$ cat src/rtl/fifo_pkg.sv
// Shared constants for the DMA FIFO word control stage.
// Direction encoding and big-endian byte-lane one-hots.
package fifo_pkg;

    localparam logic DIR_TO_MEM   = 1'b0;
    localparam logic DIR_FROM_MEM = 1'b1;

    localparam logic [1:0] LANE_LAST = 2'd3;

    localparam logic [3:0] LANE0_OH = 4'b1000;
    localparam logic [3:0] LANE1_OH = 4'b0100;
    localparam logic [3:0] LANE2_OH = 4'b0010;
    localparam logic [3:0] LANE3_OH = 4'b0001;

endpackage

$ cat src/rtl/fifo_lane_dec.sv
// Byte-lane write enable decoder.
// Lane 0 is bits 31:24 and maps to enable bit 3.
module fifo_lane_dec
    import fifo_pkg::*;
(
    input  logic [1:0] ptr,
    input  logic       en,
    output logic [3:0] lane_we
);

    // one-hot of the byte pointer, gated by the enable
    always_comb begin
        lane_we = 4'b0000;
        if (en) begin
            unique case (ptr)
                2'd0: lane_we = LANE0_OH;
                2'd1: lane_we = LANE1_OH;
                2'd2: lane_we = LANE2_OH;
                2'd3: lane_we = LANE3_OH;
            endcase
        end
    end

endmodule

$ cat src/rtl/fifo_word_ctrl.sv
// Word-level control for the DMA FIFO: pointers, occupancy,
// partial-word tracking, lane enables and sticky error flags.
module fifo_word_ctrl
    import fifo_pkg::*;
#(
    parameter int AW = 3
) (
    input  logic          CLK,
    input  logic          RST_FIFO_,
    input  logic          DIR,
    input  logic [1:0]    PTR,
    input  logic          BYTE_STB,
    input  logic          WORD_WR,
    input  logic          WORD_RD,
    input  logic          FLUSH,
    input  logic          CLR_ERR,
    output logic [3:0]    LANE_WE,
    output logic [AW-1:0] WR_ADDR,
    output logic [AW-1:0] RD_ADDR,
    output logic          INCBO,
    output logic [AW:0]   COUNT,
    output logic          FULL,
    output logic          EMPTY,
    output logic          PARTIAL,
    output logic          OVF,
    output logic          UNF
);

    localparam int          DEPTH    = 2 ** AW;
    localparam logic [AW:0] FULL_CNT = (AW + 1)'(DEPTH);
    localparam logic [AW:0] ONE_CNT  = (AW + 1)'(1);

    logic [AW-1:0] wr_ptr;
    logic [AW-1:0] rd_ptr;
    logic [AW:0]   count;
    logic          partial;
    logic          ovf;
    logic          unf;

    logic to_mem;
    logic from_mem;
    logic last;
    logic byte_wr;
    logic byte_rd;
    logic word_wr;
    logic word_rd;
    logic flush_act;
    logic wr_commit;
    logic rd_commit;
    logic ovf_set;
    logic unf_set;
    logic [3:0] lane_byte;

    assign FULL     = (count == FULL_CNT);
    assign EMPTY    = (count == '0);
    assign to_mem   = (DIR == DIR_TO_MEM);
    assign from_mem = (DIR == DIR_FROM_MEM);
    assign last     = (PTR == LANE_LAST);

    assign byte_wr = BYTE_STB & to_mem & ~FULL;
    assign byte_rd = BYTE_STB & from_mem & ~EMPTY;
    assign word_wr = WORD_WR & from_mem & ~FULL;
    assign word_rd = WORD_RD & to_mem & ~EMPTY;

    // a flush only commits when some byte of the slot is live
    assign flush_act = FLUSH & to_mem & ~FULL
                     & (partial | (byte_wr & ~last));

    // a final byte and a flush in the same cycle are one commit
    assign wr_commit = (byte_wr & last) | word_wr | flush_act;
    assign rd_commit = (byte_rd & last) | word_rd;

    assign ovf_set = FULL & ((BYTE_STB & to_mem)
                           | (WORD_WR & from_mem)
                           | (FLUSH & to_mem & partial));
    assign unf_set = EMPTY & ((BYTE_STB & from_mem)
                            | (WORD_RD & to_mem));

    fifo_lane_dec u_lane_dec (
        .ptr     (PTR),
        .en      (byte_wr),
        .lane_we (lane_byte)
    );

    assign LANE_WE = lane_byte | {4{word_wr}};
    assign INCBO   = byte_wr | byte_rd;
    assign WR_ADDR = wr_ptr;
    assign RD_ADDR = rd_ptr;
    assign COUNT   = count;
    assign PARTIAL = partial;
    assign OVF     = ovf;
    assign UNF     = unf;

    // pointer, occupancy, partial-word and error flag state
    always_ff @(posedge CLK or negedge RST_FIFO_) begin
        if (!RST_FIFO_) begin
            wr_ptr  <= '0;
            rd_ptr  <= '0;
            count   <= '0;
            partial <= 1'b0;
            ovf     <= 1'b0;
            unf     <= 1'b0;
        end else begin
            if (wr_commit)
                wr_ptr <= wr_ptr + 1'b1;
            if (rd_commit)
                rd_ptr <= rd_ptr + 1'b1;
            if (wr_commit && !rd_commit)
                count <= count + ONE_CNT;
            else if (rd_commit && !wr_commit)
                count <= count - ONE_CNT;
            if ((byte_wr && last) || flush_act)
                partial <= 1'b0;
            else if (byte_wr)
                partial <= 1'b1;
            if (ovf_set)
                ovf <= 1'b1;
            else if (CLR_ERR)
                ovf <= 1'b0;
            if (unf_set)
                unf <= 1'b1;
            else if (CLR_ERR)
                unf <= 1'b0;
        end
    end

endmodule

$ cat config.mk
export PLATFORM = sky130hd
export DESIGN_NAME = fifo_word_ctrl
export DESIGN_NICKNAME = d
export VERILOG_FILES = /design/src/rtl/fifo_pkg.sv /design/src/rtl/fifo_lane_dec.sv /design/src/rtl/fifo_word_ctrl.sv
export SDC_FILE = /design/constraint.sdc
export NUM_CORES = 1
export LEC_CHECK = 0
export CAP_MARGIN = 15
export CORE_MARGIN = 2
export CORE_UTILIZATION = 41
export CTS_CLUSTER_SIZE = 24
export DETAILED_ROUTE_END_ITERATION = 16
export PLACE_DENSITY_LB_ADDON = 0.15
export SLEW_MARGIN = 30
export SYNTH_ARGS = -nofsm -noshare
export SYNTH_HDL_FRONTEND = slang
export SYNTH_SLANG_ARGS = --single-unit
export TNS_END_PERCENT = 30
$ cat constraint.sdc
create_clock -name CLK -period 2.8 [get_ports CLK]
set_input_delay 0.56 -clock CLK [delete_from_list [all_inputs] [get_ports CLK]]
set_output_delay 0.56 -clock CLK [all_outputs]
set_load 0.1 [all_outputs]
# Word-level counts from Yosys, hierarchy flattened
# Cells that the tools add are included.
word_totals:
  in_bits: 10
  ff_bits: 13
  latch_bits: 0
  mem_bits_rw: 0
  elab_cells: 65
  n_memories: 0
  rom_bits: 0
op_classes:
  bitwise: 30
  shifts: 0
  n_reduce_logical: 12
  n_mul: 0
  div_mod_pow: 0
  add_sub_neg: 4
  eq_ne: 4
  muxes: 9
  magnitude_cmp: 0
ops:
  columns: ["cell", "n"]
  rows:
  - ["AND 1 bit", 17]
  - ["one-hot mux 4 bit (4 select lines)", 1]
  - ["2-to-1 mux 4 bit", 3]
  - ["bitwise OR 1 bit", 8]
  - ["nonzero test 2 bit", 4]
  - ["adder 3 x 1 -> 3 bit, second input constant", 2]
  - ["2-to-1 mux 1 bit", 5]
  - ["adder 4 x 1 -> 4 bit, second input constant", 1]
  - ["equality test 2 bit, second input constant", 2]
  - ["equality test 4 bit, second input constant", 1]
  - ["zero test 4 bit", 1]
  - ["NOT 1 bit", 4]
  - ["bitwise OR 4 bit", 1]
  - ["subtractor 4 x 1 -> 4 bit, second input constant", 1]
  - ["logical AND 1 bit", 3]
  - ["equality test 2 x 1 -> 1 bit, second input constant", 1]
  - ["zero test 1 bit", 2]
  - ["zero test 2 bit", 1]
  - ["logical OR 1 bit", 1]

# Logic depth before layout (Yosys ltp)
depth:
  depth_word: 11
  mapped_depth: 11
  depth_no_buf: 10

# Cells and area by module
# A second synthesis with hierarchy kept.
unflattened:
  hier_cells: 79
  hier_area_um2: 834.6
by_module_without_submodules:
  columns: ["module", "instances", "cells_per_inst", "area_each_um2"]
  rows:
  - ["fifo_word_ctrl", 1, 75, 797.0]
  - ["fifo_lane_dec", 1, 4, 37.5]

# Worst setup path before layout
# No wires, ideal clock.
synth_timing:
  kind: "register to register"
  from: "reg count[3] (netlist: COUNT[3])"
  to: "reg count[3] (netlist: COUNT[3])"
  slack_ps: -2947
  n_path_buf: 0
  arrival_ps: 5616
  path_stages_with_launch: 10
  setup_ps: 131
  t_required_ps: 2669
  path_cell_list: "dfrtp_1 nor4_1 a21oi_2 inv_1 ha_1 inv_1 ha_1 or4_1 o211ai_1 o211ai_1"
synth_lines:
  columns: ["element", "line", "rtl"]
  rows:
  - ["start, declared", "fifo_word_ctrl.sv:35", "logic [AW:0] count;"]
  - ["start signal, assigned", "fifo_word_ctrl.sv:109", "count <= count + ONE_CNT;"]
  - ["start signal, assigned", "fifo_word_ctrl.sv:111", "count <= count - ONE_CNT;"]
  - ["zero test 4 bit (*)", "fifo_word_ctrl.sv:55", "assign EMPTY = (count == '0);"]
  - ["net EMPTY", "fifo_word_ctrl.sv:23", "output logic EMPTY,"]
  - ["NOT 1 bit (*)", "fifo_word_ctrl.sv:61, fifo_word_ctrl.sv:63", null]
  - ["AND 1 bit", "fifo_word_ctrl.sv:61", "assign byte_rd = BYTE_STB & from_mem & ~EMPTY;"]
  - ["AND 1 bit", "fifo_word_ctrl.sv:71", "assign rd_commit = (byte_rd & last) | word_rd;"]
  - ["bitwise OR 1 bit (*)", "fifo_word_ctrl.sv:71", null]
  - ["zero test 1 bit", "fifo_word_ctrl.sv:108", "if (wr_commit && !rd_commit)"]
  - ["logical AND 1 bit", "fifo_word_ctrl.sv:108", null]
  - ["2-to-1 mux 4 bit / nonzero test 2 bit (equally long branches)", null, null]
# Mark *: on every way through the listed nets, which the timed path passes. The rest lies on a longest branch. The select of a mux whose other input is x is not followed.
# A chain may end at the register's enable or synchronous reset.

# Final worst setup path
layout_timing:
  from: "reg count[2] (netlist: COUNT[2])"
  to: "reg count[3] (netlist: COUNT[3])"
layout_between:
  elab_chain_len: 10
layout_rtl:
  columns: ["element", "line", "rtl"]
  rows:
  - ["equality test 4 bit (*)", "fifo_word_ctrl.sv:54", "assign FULL = (count == FULL_CNT);"]
  - ["NOT 1 bit (*)", "fifo_word_ctrl.sv:60, fifo_word_ctrl.sv:62, fifo_word_ctrl.sv:66", null]
  - ["AND 1 bit", "fifo_word_ctrl.sv:60", "assign byte_wr = BYTE_STB & to_mem & ~FULL;"]
  - ["AND 1 bit", "fifo_word_ctrl.sv:67", "& (partial | (byte_wr & ~last));"]
  - ["bitwise OR 1 bit", "fifo_word_ctrl.sv:67", null]
  - ["AND 1 bit", "fifo_word_ctrl.sv:67", null]
  - ["bitwise OR 1 bit (*)", "fifo_word_ctrl.sv:70", "assign wr_commit = (byte_wr & last) | word_wr | flush_act;"]
  - ["net wr_commit", "fifo_word_ctrl.sv:48", "logic wr_commit;"]
  - ["zero test 1 bit", "fifo_word_ctrl.sv:110", "else if (rd_commit && !wr_commit)"]
  - ["logical AND 1 bit", "fifo_word_ctrl.sv:110", null]
  - ["nonzero test 2 bit (no source line)", null, null]
# Marked as above.

==> results by group <==
Setup path
  – Worst path slowest cell: or4b_4
  – Required time of the critical path: 2.97 ns
  – CP bufs+invs: 3
  – Critical path launch point type: flip-flop
  – Worst R2R End: COUNT[3]$_DFFE_PN0P_
  – Reg-to-reg slack, setup: about 0.098 ns
  – RR Startpoint: COUNT[2]$_DFFE_PN0P_
  – CP delay by family, top: simple AND/OR/NAND/NOR gates
  – CP Class: reg2reg
  – Crit-path cells: or4b_4, inv_4, a211oi_1, buf_4, a21o_1, ha_4, inv_4, ha_4, or4_1, o211ai_1, o211ai_1
  – Crit. End Element: flip-flop
  – Maximum fanout along the worst path: 4
  – Max stage delay on crit path: 0.56 ns
  – Critical Path AT: 2.87 ns
  – Worst reg-to-reg path cell count: 11

Clock tree
  – Clk sink count: 13
  – H-tree depth: 1
  – CTS hold repair buffers: 0
  – Worst skew pair latency: around 0.28 ns
  – TritonCTS clock tree: yes
  – Root buf cell: clkbuf_4
  – Clock tree buffer depth: 2
  – CTS buffer count: 3
  – Clk slew on worst S/H paths: 0.10 ns

Synthesis
  – Syn Std Cell Area: 930 um2
  – Yosys cell types: 42
  – Synth Instances: 100
  – Syn_nets: 116
  – Async set-reset flop share out of synthesis: 100%
  – Post-synth EDFFs: 0
  – Most used DFF post-synth: dfrtp_1
  – Synth Area in Compound Gates: 24.8%
  – Syn_area_per_cell: 9.30 um2
  – Adder-Cell Fraction of Synth Area: 8.88%
  – Post-Synth XOR/XNOR Area: under 10%
  – Largest family of logic cells by synthesized area: compound AO/OA/AOI/OAI gates
  – Sequential cell area fraction in the yosys report: between 30% and 40%
  – Simple-gate share of the synthesized area: 17.9%
  – Multiplexer share of the synthesized area: 3.50%
  – Ys Warns: 0
  – #FFs+latches synth: 13

Global route
  – Vias in the first global route: between 900 and 1000
  – GR Overflow Total: 0
  – Met2 Use GR: 38.2%
  – Largest net degree at the start of global routing: 14
  – Initial antenna violation count: 0
  – Total track usage: between 20% and 30%
  – GR Layer Usage met1: between 20% and 30%
  – First-pass GRT wire length: 4.35 mm
  – Met3 Usage GRT: about 4.9%
  – Grt peak-use layer: met2

Route
  – DRT iter0 DRCs: 11
  – DRC viols: 0
  – Vias per cell: around 5.4
  – Routed WL: about 2.6 mm
  – Antenna-violating nets left: 0
  – Total number of vias: 959
  – Wire per inst: 14.5 um
  – TritonRoute pass-1 iters: 4

Timing
  – Hold Vio Cnt, Final: 0
  – Max-slew headroom: 58.0%
  – Measured slew at the worst slew-check pin: 0.629 ns
  – Shortest period the worst path allows: 2.70 ns
  – Clk_skew: 0.0160 ns
  – RSZ-0062 raised after global routing: false
  – Max Clk Rate: 0.370 GHz
  – Final setup viols: 0
  – Tcrit/Tclk final: just under 100%
  – Final Slew Violations: 0

Flow run
  – Max Cap Viol: 0

Floorplan
  – # IOs: 30
  – Die Y-Extent: between 50 and 60 um
  – Die W: 51.6 um
  – Core Footprint: 2170 um2
  – Initial Utilization: between 40% and 50%
  – Die area: 2660 um2
  – Rows: 17

Cells and area
  – Reg area: around 340 um2
  – Nets@finish: 168
  – FILL cells: ~190
  – Antenna cells: 0
  – Area grow syn2layout: 63.1%
  – Final core occ: roughly 70%
  – Area of the multi-input gates: approximately 600 um2
  – Share of post-route cells with drive strength above 1: ~39%

Place
  – Hpwl dp: 2.09 mm
  – Port Buf Inserts: 29
  – RePlAce Congestion: between 0.8 and 0.9

Min path
  – Hold Path Depth: 1
  – Critical hold path startpoint: RD_ADDR[2]$_DFFE_PN0P_
  – Min-Delay Endpoint: RD_ADDR[2]$_DFFE_PN0P_
  – HP Class: reg2reg

Outcome
  – Status: finished clean
[Yosys cell counts (all sizes together), types with 2 or more instances]
cell type,number,area [um2]
o21ai,9,45.0
a22o,2,17.5
xnor2,3,26.3
mux2,2,22.5
o211ai,3,22.5
a21oi,4,23.8
ha,5,62.6
inv,7,28.8
nand3,7,35.0
nand2,7,26.3
o31ai,2,15.0
clkbuf,2,7.51
a21o,2,15.0
nand2b,3,18.8
dfrtp,13,325
xor2,2,17.5
buf,2,12.5
a211oi,2,15.0
or4,3,22.5
[layer usage]
layer	wire, um	vias to the layer above
li1	-	484
met5	0	-
met2	1350	21
met4	14	0
met1	1130	452
met3	100	2
[repair_timing]
item / CTS / global route
endpoints found under the setup margin: 0 / 1
resized for setup: 0 / 1
setup buffers: 0 / 0
[cells in the final DEF (no fill, tap or decap), types with 5 or more instances in the layout]
| cell | count |
|---|---|
| nand3_1 | 7 |
| nand2_1 | 7 |
| buf_12 | 6 |
| clkdlybuf4s50_1 | 9 |
| inv_1 | 5 |
| o21ai_0 | 6 |
| dfrtp_1 | 9 |
| buf_4 | 36 |
[kinds of logic after synthesis]
group | Yosys count
mux | 3
compound gates | 32
buf+inv | 11
fa+ha+maj | 6
simple gates | 30
flops | 13
xor+xnor | 5
[sequential cells by signal, indices dropped and copies added, names as in the netlist]
| name | cells |
|---|---|
| RD_ADDR | 3 |
| OVF | 1 |
| UNF | 1 |
| WR_ADDR | 3 |
| COUNT | 4 |
| PARTIAL | 1 |
[how the worst max path moves through the flow]
stage,start,end,slack (ns),depth (start not counted)
6_report,COUNT[2]$_DFFE_PN0P_,COUNT[3]$_DFFE_PN0P_,0.1,11
4_1_cts,COUNT[2]$_DFFE_PN0P_,COUNT[3]$_DFFE_PN0P_,0.04,11
3_5_place_dp,BYTE_STB,COUNT[3]$_DFFE_PN0P_,-0.16,11
5_1_grt,COUNT[2]$_DFFE_PN0P_,COUNT[3]$_DFFE_PN0P_,0.01,11
2_1_floorplan,COUNT[0]$_DFFE_PN0P_,COUNT[3]$_DFFE_PN0P_,-0.52,9
3_3_place_gp,BYTE_STB,COUNT[3]$_DFFE_PN0P_,-0.11,11
[area by class of cell]
| class | count | area share (%) |
|---|---|---|
| well taps | 28 | 2.31 |
| inverters | 7 | 2.06 |
| repair buffers | 51 | 31.7 |
| multi-input cells | 76 | 40.1 |
| flip-flops and latches | 13 | 22.1 |
| clock buffers | 4 | 1.73 |
[per-stage QoR]
stage | worst slack, ns | instance area, um2 | hold WS [ns] | std cells | TNS [ns]
after floorplan | -0.515 | 991 | 0.264 | 100 | -2.71
after global placement | -0.106 | 1490 | 0.459 | 175 | -0.106
after detailed placement | -0.165 | 1490 | 0.473 | 175 | -0.170
after CTS | 0.0397 | 1510 | 0.484 | 179 | 0
after global routing | 0.0104 | 1520 | 0.495 | 179 | 0
final | 0.0984 | 1520 | 0.479 | 179 | 0
Power is left out: the tool's default activity adds up to more than one toggle a clock period on the data nets, which glitch-free logic cannot reach.
